**config.mk**
```make
export PLATFORM = sky130hd
export DESIGN_NAME = inst_fetch
export DESIGN_NICKNAME = d
export VERILOG_FILES = /design/src/rtl/fetch_pkg.sv /design/src/rtl/fetch_fifo.sv /design/src/rtl/inst_fetch.sv
export SDC_FILE = /design/constraint.sdc
export NUM_CORES = 1
export LEC_CHECK = 0
export ABC_AREA = 1
export ABC_CLOCK_PERIOD_IN_PS = 10800
export CAP_MARGIN = 20
export CORE_MARGIN = 2
export CORE_UTILIZATION = 45
export DETAILED_ROUTE_END_ITERATION = 16
export DONT_BUFFER_PORTS = 1
export PLACE_DENSITY = 0.62
export SLEW_MARGIN = 20
export SYNTH_ARGS = -nofsm -noshare
export SYNTH_HDL_FRONTEND = slang
export SYNTH_SLANG_ARGS = --single-unit
export TNS_END_PERCENT = 10
```
**constraint.sdc**
```tcl
create_clock -name clk -period 10.8 [get_ports clk]
set_clock_uncertainty 0.1 [all_clocks]
set_input_delay 0.54 -clock clk [delete_from_list [all_inputs] [get_ports clk]]
set_output_delay 0.54 -clock clk [all_outputs]
set_load 0.01 [all_outputs]
```
**src/rtl/fetch_pkg.sv**
```systemverilog
// fetch_pkg: shared types for the instruction fetch slice.
// WORD_SIZE is the machine word width used for both pc (word address) and instruction words.
// fetch_state_t is the fetch FSM encoding; fetch_entry_t is one buffered {pc, inst} pair.
package fetch_pkg;

    localparam int WORD_SIZE = 32;

    typedef enum logic [1:0] {
        IDLE = 2'd0,  // free to issue a request
        WAIT = 2'd1,  // one request outstanding, response will be kept
        DROP = 2'd2   // one request outstanding, response will be discarded
    } fetch_state_t;

    typedef struct packed {
        logic [WORD_SIZE-1:0] pc;
        logic [WORD_SIZE-1:0] inst;
    } fetch_entry_t;

endpackage

```
**src/rtl/fetch_fifo.sv**
```systemverilog
// fetch_fifo: DEPTH-entry buffer of fetch_entry_t between fetch and decode.
// Latency: a push is visible at the head one cycle later; head is read combinationally.
// Backpressure: caller must not push when full nor pop when empty; flush wins over push/pop.
// Ports: clk, rst (async, active-high), push_i/push_dat_i, pop_i, flush_i, head_o, count_o.
module fetch_fifo
    import fetch_pkg::*;
#(
    parameter int DEPTH = 4
) (
    input  logic                       clk,
    input  logic                       rst,
    input  logic                       push_i,
    input  fetch_entry_t               push_dat_i,
    input  logic                       pop_i,
    input  logic                       flush_i,
    output fetch_entry_t               head_o,
    output logic [$clog2(DEPTH):0]     count_o
);

    localparam int AW = $clog2(DEPTH);
    localparam int CW = AW + 1;

    fetch_entry_t   mem_q [DEPTH];
    logic [AW-1:0]  wr_ptr_q;
    logic [AW-1:0]  rd_ptr_q;
    logic [CW-1:0]  count_q;

    // DEPTH is a power of two, so the pointers wrap naturally.
    always_ff @(posedge clk or posedge rst) begin
        if (rst) begin
            wr_ptr_q <= '0;
            rd_ptr_q <= '0;
            count_q  <= '0;
        end else if (flush_i) begin
            wr_ptr_q <= '0;
            rd_ptr_q <= '0;
            count_q  <= '0;
        end else begin
            if (push_i) wr_ptr_q <= wr_ptr_q + AW'(1);
            if (pop_i)  rd_ptr_q <= rd_ptr_q + AW'(1);
            case ({push_i, pop_i})
                2'b10:   count_q <= count_q + CW'(1);
                2'b01:   count_q <= count_q - CW'(1);
                default: count_q <= count_q;
            endcase
        end
    end

    // Storage needs no reset: count_q gates every read of it.
    always_ff @(posedge clk) begin
        if (push_i && !flush_i) mem_q[wr_ptr_q] <= push_dat_i;
    end

    assign head_o  = mem_q[rd_ptr_q];
    assign count_o = count_q;

endmodule

```
**src/rtl/inst_fetch.sv**
```systemverilog
// inst_fetch: consumes pc, reads imem over req/ack, buffers {pc, inst} for decode.
// Latency: req in the cycle pc is presented, head valid the cycle after ack; peak 1 inst / 2 cycles.
// Backpressure: fetch_halt holds pc while a request cannot issue; pc_bj flushes and cancels in-flight reads.
// Ports: clk, rst (async, active-high); pc_in/pc_bj/fetch_halt to pc; imem_req/addr/ack/rdata to memory;
//        inst_valid/ready/data/pc to decode; stat_fetched/stat_stall counters.
// Optional feature macro FETCH_STATS_EN: when undefined the stat ports are tied to zero.
module inst_fetch
    import fetch_pkg::*;
#(
    parameter int DEPTH = 4
) (
    input  logic                 clk,
    input  logic                 rst,
    input  logic [WORD_SIZE-1:0] pc_in,
    input  logic                 pc_bj,
    output logic                 fetch_halt,
    output logic                 imem_req,
    output logic [WORD_SIZE-1:0] imem_addr,
    input  logic                 imem_ack,
    input  logic [WORD_SIZE-1:0] imem_rdata,
    output logic                 inst_valid,
    input  logic                 inst_ready,
    output logic [WORD_SIZE-1:0] inst_data,
    output logic [WORD_SIZE-1:0] inst_pc,
    output logic [31:0]          stat_fetched,
    output logic [31:0]          stat_stall
);

    localparam int CW = $clog2(DEPTH) + 1;

    fetch_state_t         state_q;
    logic [WORD_SIZE-1:0] addr_q;
    logic [CW-1:0]        count;
    fetch_entry_t         head;
    fetch_entry_t         push_dat;
    logic                 push;
    logic                 pop;

    // A redirect suppresses issue and forces halt low: pc gives halt priority
    // over pc_bj, so holding halt here would swallow the redirect.
    assign imem_req   = (state_q == IDLE) && (count < CW'(DEPTH)) && !pc_bj;
    assign fetch_halt = !imem_req && !pc_bj;

    assign push       = (state_q == WAIT) && imem_ack && !pc_bj;
    assign inst_valid = (count != '0) && !pc_bj;
    assign pop        = inst_valid && inst_ready;
    assign push_dat   = '{pc: addr_q, inst: imem_rdata};

    always_ff @(posedge clk or posedge rst) begin
        if (rst) begin
            state_q <= IDLE;
            addr_q  <= '0;
        end else begin
            case (state_q)
                IDLE: begin
                    // A stray ack in IDLE (e.g. after reset) is ignored.
                    if (imem_req) begin
                        addr_q  <= pc_in;
                        state_q <= WAIT;
                    end
                end
                WAIT: begin
                    if (imem_ack)   state_q <= IDLE;  // pushed, or discarded if pc_bj
                    else if (pc_bj) state_q <= DROP;
                end
                DROP: begin
                    if (imem_ack) state_q <= IDLE;
                end
                default: state_q <= IDLE;
            endcase
        end
    end

    fetch_fifo #(.DEPTH(DEPTH)) u_fifo (
        .clk        (clk),
        .rst        (rst),
        .push_i     (push),
        .push_dat_i (push_dat),
        .pop_i      (pop),
        .flush_i    (pc_bj),
        .head_o     (head),
        .count_o    (count)
    );

    assign imem_addr = addr_q;
    assign inst_data = head.inst;
    assign inst_pc   = head.pc;

`ifdef FETCH_STATS_EN
    logic [31:0] fetched_q;
    logic [31:0] stall_q;

    always_ff @(posedge clk or posedge rst) begin
        if (rst) begin
            fetched_q <= '0;
            stall_q   <= '0;
        end else begin
            if (push)       fetched_q <= fetched_q + 32'd1;
            if (fetch_halt) stall_q   <= stall_q + 32'd1;
        end
    end

    assign stat_fetched = fetched_q;
    assign stat_stall   = stall_q;
`else
    assign stat_fetched = 32'h0;
    assign stat_stall   = 32'h0;
`endif

endmodule

```
==> results_dict.tcl <==
set metrics [dict create \
    drt_pre_antenna_iters 4 \
    timing.critical_path.required_ns 10.16 \
    final-max-slew-violation-count 0 \
    port_buffer_cells 0 \
    hold_class "in -> reg" \
    core_um2 25800 \
    whs_path_depth 2 \
    post-route-util 0.520 \
    worst_slew_margin_rel 0.294 \
    synth_seq_area_share 0.744 \
    antenna_found_initial 1 \
    syn-mean-instance-area_um2 13.1 \
    critPathMaxFanout 97 \
    width_of_the_chip_um 165 \
    cts.sink_count 297 \
    hold_violations 0 \
    vias 6709 \
    grt_setup_unrepaired "false" \
    worst_case_hold_slack_ns 0.0264 \
    fin_total_pwr_uw 3290 \
    grt-ovfl-total 0 \
    synth_seq_cells 297 \
    postCtsResizedCells 0 \
    powerDensity_nw_per_um2 245 \
    grt_pass1_wl_um 35600 \
    drt-initial-drc-count 467 \
    row_count 59 \
    first_global_vias 6524 \
    worst_skew_pair.late_latency_ns 0.55 \
    initial_core_util 0.454 \
    final_common_cell "edfxtp_1" \
    drt-wirelength-per-cell_um 18.1 \
    final_count_of_negative_setup_slack_endpoints 0 \
    power.ir.vdd_worst_v 0.000142 \
    cts.htree.levels 1 \
    dieHeight_um 165 \
    finalSetupTns_ns 0 \
    setup.worst_path.start_class "flip-flop" \
    clk_pin_slew_worst_paths_ns 0.06 \
    cap_viol_max_count 0 \
    timing_worst_slew_pin_value_ns 1.06 \
    grt_start_max_net_pins 98 \
    gpl.final_weighted_congestion 0.724 \
    area_growth_pct 14.6 \
    ios 232 \
    fin_crit_sh 0.346 \
    max_freq_ghz 0.267 \
    ctsRootBufferMaster "clkbuf_16" \
    cp.arrival_ns 3.10 \
    reg2regPathDepth 6 \
    synth-warning-count 0 \
    drt-vias-per-instance 5.12 \
    run_status "complete, no violations" \
    die-area_um2 27300 \
    cell_count_after_synthesis 892 \
    drc_violations_left 0 \
    synth_area_um2 11700 \
    drive_gt1_frac 0.0790 \
    setup.worst_path.end_class "output port" \
    total_leakage_power_uw 0.00485 \
    tritoncts "yes" \
    layout.nets 1025 \
    cts_buffers 30 \
    gr_usage_total 0.171 \
    worst-setup-path-type "reg -> out" \
    most-common-layout-cells "edfxtp_1 (256), nor2_1 (131), nand2_1 (114)" \
    route.antenna.remaining_nets 0 \
    path_cells "inv_4 -> buf_4 -> o21ai_0 -> o22ai_1" \
    finalCriticalPeriod_ns 3.74 \
    clock_path_buffers 3 \
    wl_um 23700 \
    critical-path-max-stage-delay_ns 0.76 \
    slowest_stage "buf_4" \
    synth.distinct_cells 31 \
    detailed_place_hpwl_um 13000 \
]
cell families after synthesis:
logic type | count (synthesis) | share of synthesized area
AOI/OAI and AO/OA | 204 | 0.0956
xor gates and xnor gates | 1 | 0.000748
adders and majority gates | 5 | 0.00598
buffers and inverters | 127 | 0.0688
DFF | 297 | 0.744
other | 1 | 0.000320
and+or+nand+nor | 257 | 0.0851
flip-flops by register name, indices dropped and copies added (netlist names):
name and flops:
u_fifo.mem_q 256, imem_addr 32, u_fifo.count_o 3, state_q 2, u_fifo.rd_ptr_q 2, u_fifo.wr_ptr_q 2
area by class of cell:
| type | count | area (um^2) |
|---|---|---|
| fill | 2164 | 12400 |
| sequential | 297 | 8720 |
| multi-input combinational | 531 | 2470 |
| clock buffer | 47 | 906 |
| timing repair buffer | 75 | 738 |
| tap | 335 | 419 |
| clock inverter | 9 | 123 |
| inverter | 16 | 62.6 |
| antenna | 1 | 2.50 |
per-layer routing:
| metal | track usage | up-vias | wire, um |
|---|---|---|---|
| li1 | - | 3194 | - |
| met3 | 0.0527 | 37 | 1960 |
| met2 | 0.294 | 234 | 11300 |
| met4 | 0.0443 | 0 | 455 |
| met1 | 0.212 | 3244 | 10000 |
| met5 | 0 | - | 0 |
timing repair:
item,in CTS,in global routing
setup buffers,0,0
hold endpoints to repair,159,15
hold buffers,64,1
synthesized netlist by cell type:
cell      instances  area share
buf_6             5      0.0048
nand2_1         114       0.037
inv_1             9      0.0029
nand4_1           1     0.00053
a31oi_1           1     0.00053
buf_2            10      0.0043
buf_4            74       0.047
ha_1              4      0.0043
a21oi_2           1     0.00075
dfrtp_1          41       0.088
inv_2             6      0.0019
fa_1              1      0.0017
o31ai_2           1      0.0011
nor2_2            2      0.0011
a21oi_1           2     0.00085
o21ai_1          29       0.012
conb_1            1     0.00032
nand3_2           1     0.00085
o22ai_1          64       0.034
o21bai_1          1     0.00064
o41ai_1           1     0.00075
xnor2_1           1     0.00075
nor2_1          135       0.043
clkbuf_2          1     0.00043
nand2_2           1     0.00053
nand3_4           1      0.0015
clkbuf_1         21      0.0067
nand3_1           2     0.00085
edfxtp_1        256        0.66
clkinv_1          1     0.00032
o21ai_0         104       0.044
metrics by stage:
step / worst slack [ns] / std cells / area [um^2]
global placement: 7.69 / 1188 / 11700
detailed placement: 7.63 / 1188 / 11700
floorplan: 6.60 / 955 / 12000
global route: 6.85 / 1311 / 13400
CTS: 7.05 / 1308 / 13400
finish: 7.06 / 1311 / 13400
worst max-delay path: cells and delay by family, from the launching register on:
kind,cells,cell delay (ns)
buffers and inverters,2,1.12
AO/OA/AOI/OAI,2,0.54
flip-flops,1,0.70
final timing paths:
kind	slack, ns	start	to
setup / recovery	7.06	u_fifo.rd_ptr_q[0]$_DFFE_PP0P_	inst_data[6]
max in group asynchronous	9.75	rst	u_fifo.rd_ptr_q[0]$_DFFE_PP0P_
hold reg to reg	0.42	state_q[0]$_DFFE_PP0P_	state_q[1]$_DFFE_PP0P_
setup reg to reg	7.90	state_q[1]$_DFFE_PP0P_	u_fifo.mem_q[3][24]$_DFFE_PP_
hold / removal	0.03	pc_in[0]	imem_addr[0]$_DFFE_PP0P_
min in group asynchronous	0.34	rst	imem_addr[30]$_DFFE_PP0P_
where the power goes:
group          total, uW  switching, uW  leakage [uW]  internal, uW
Clock               1050            404      0.000507           644
Sequential          1590            170       0.00283          1420
Combinational        652            475       0.00151           178
Total               3290           1050       0.00485          2240
No activity file was read; power rests on OpenSTA's default activity.
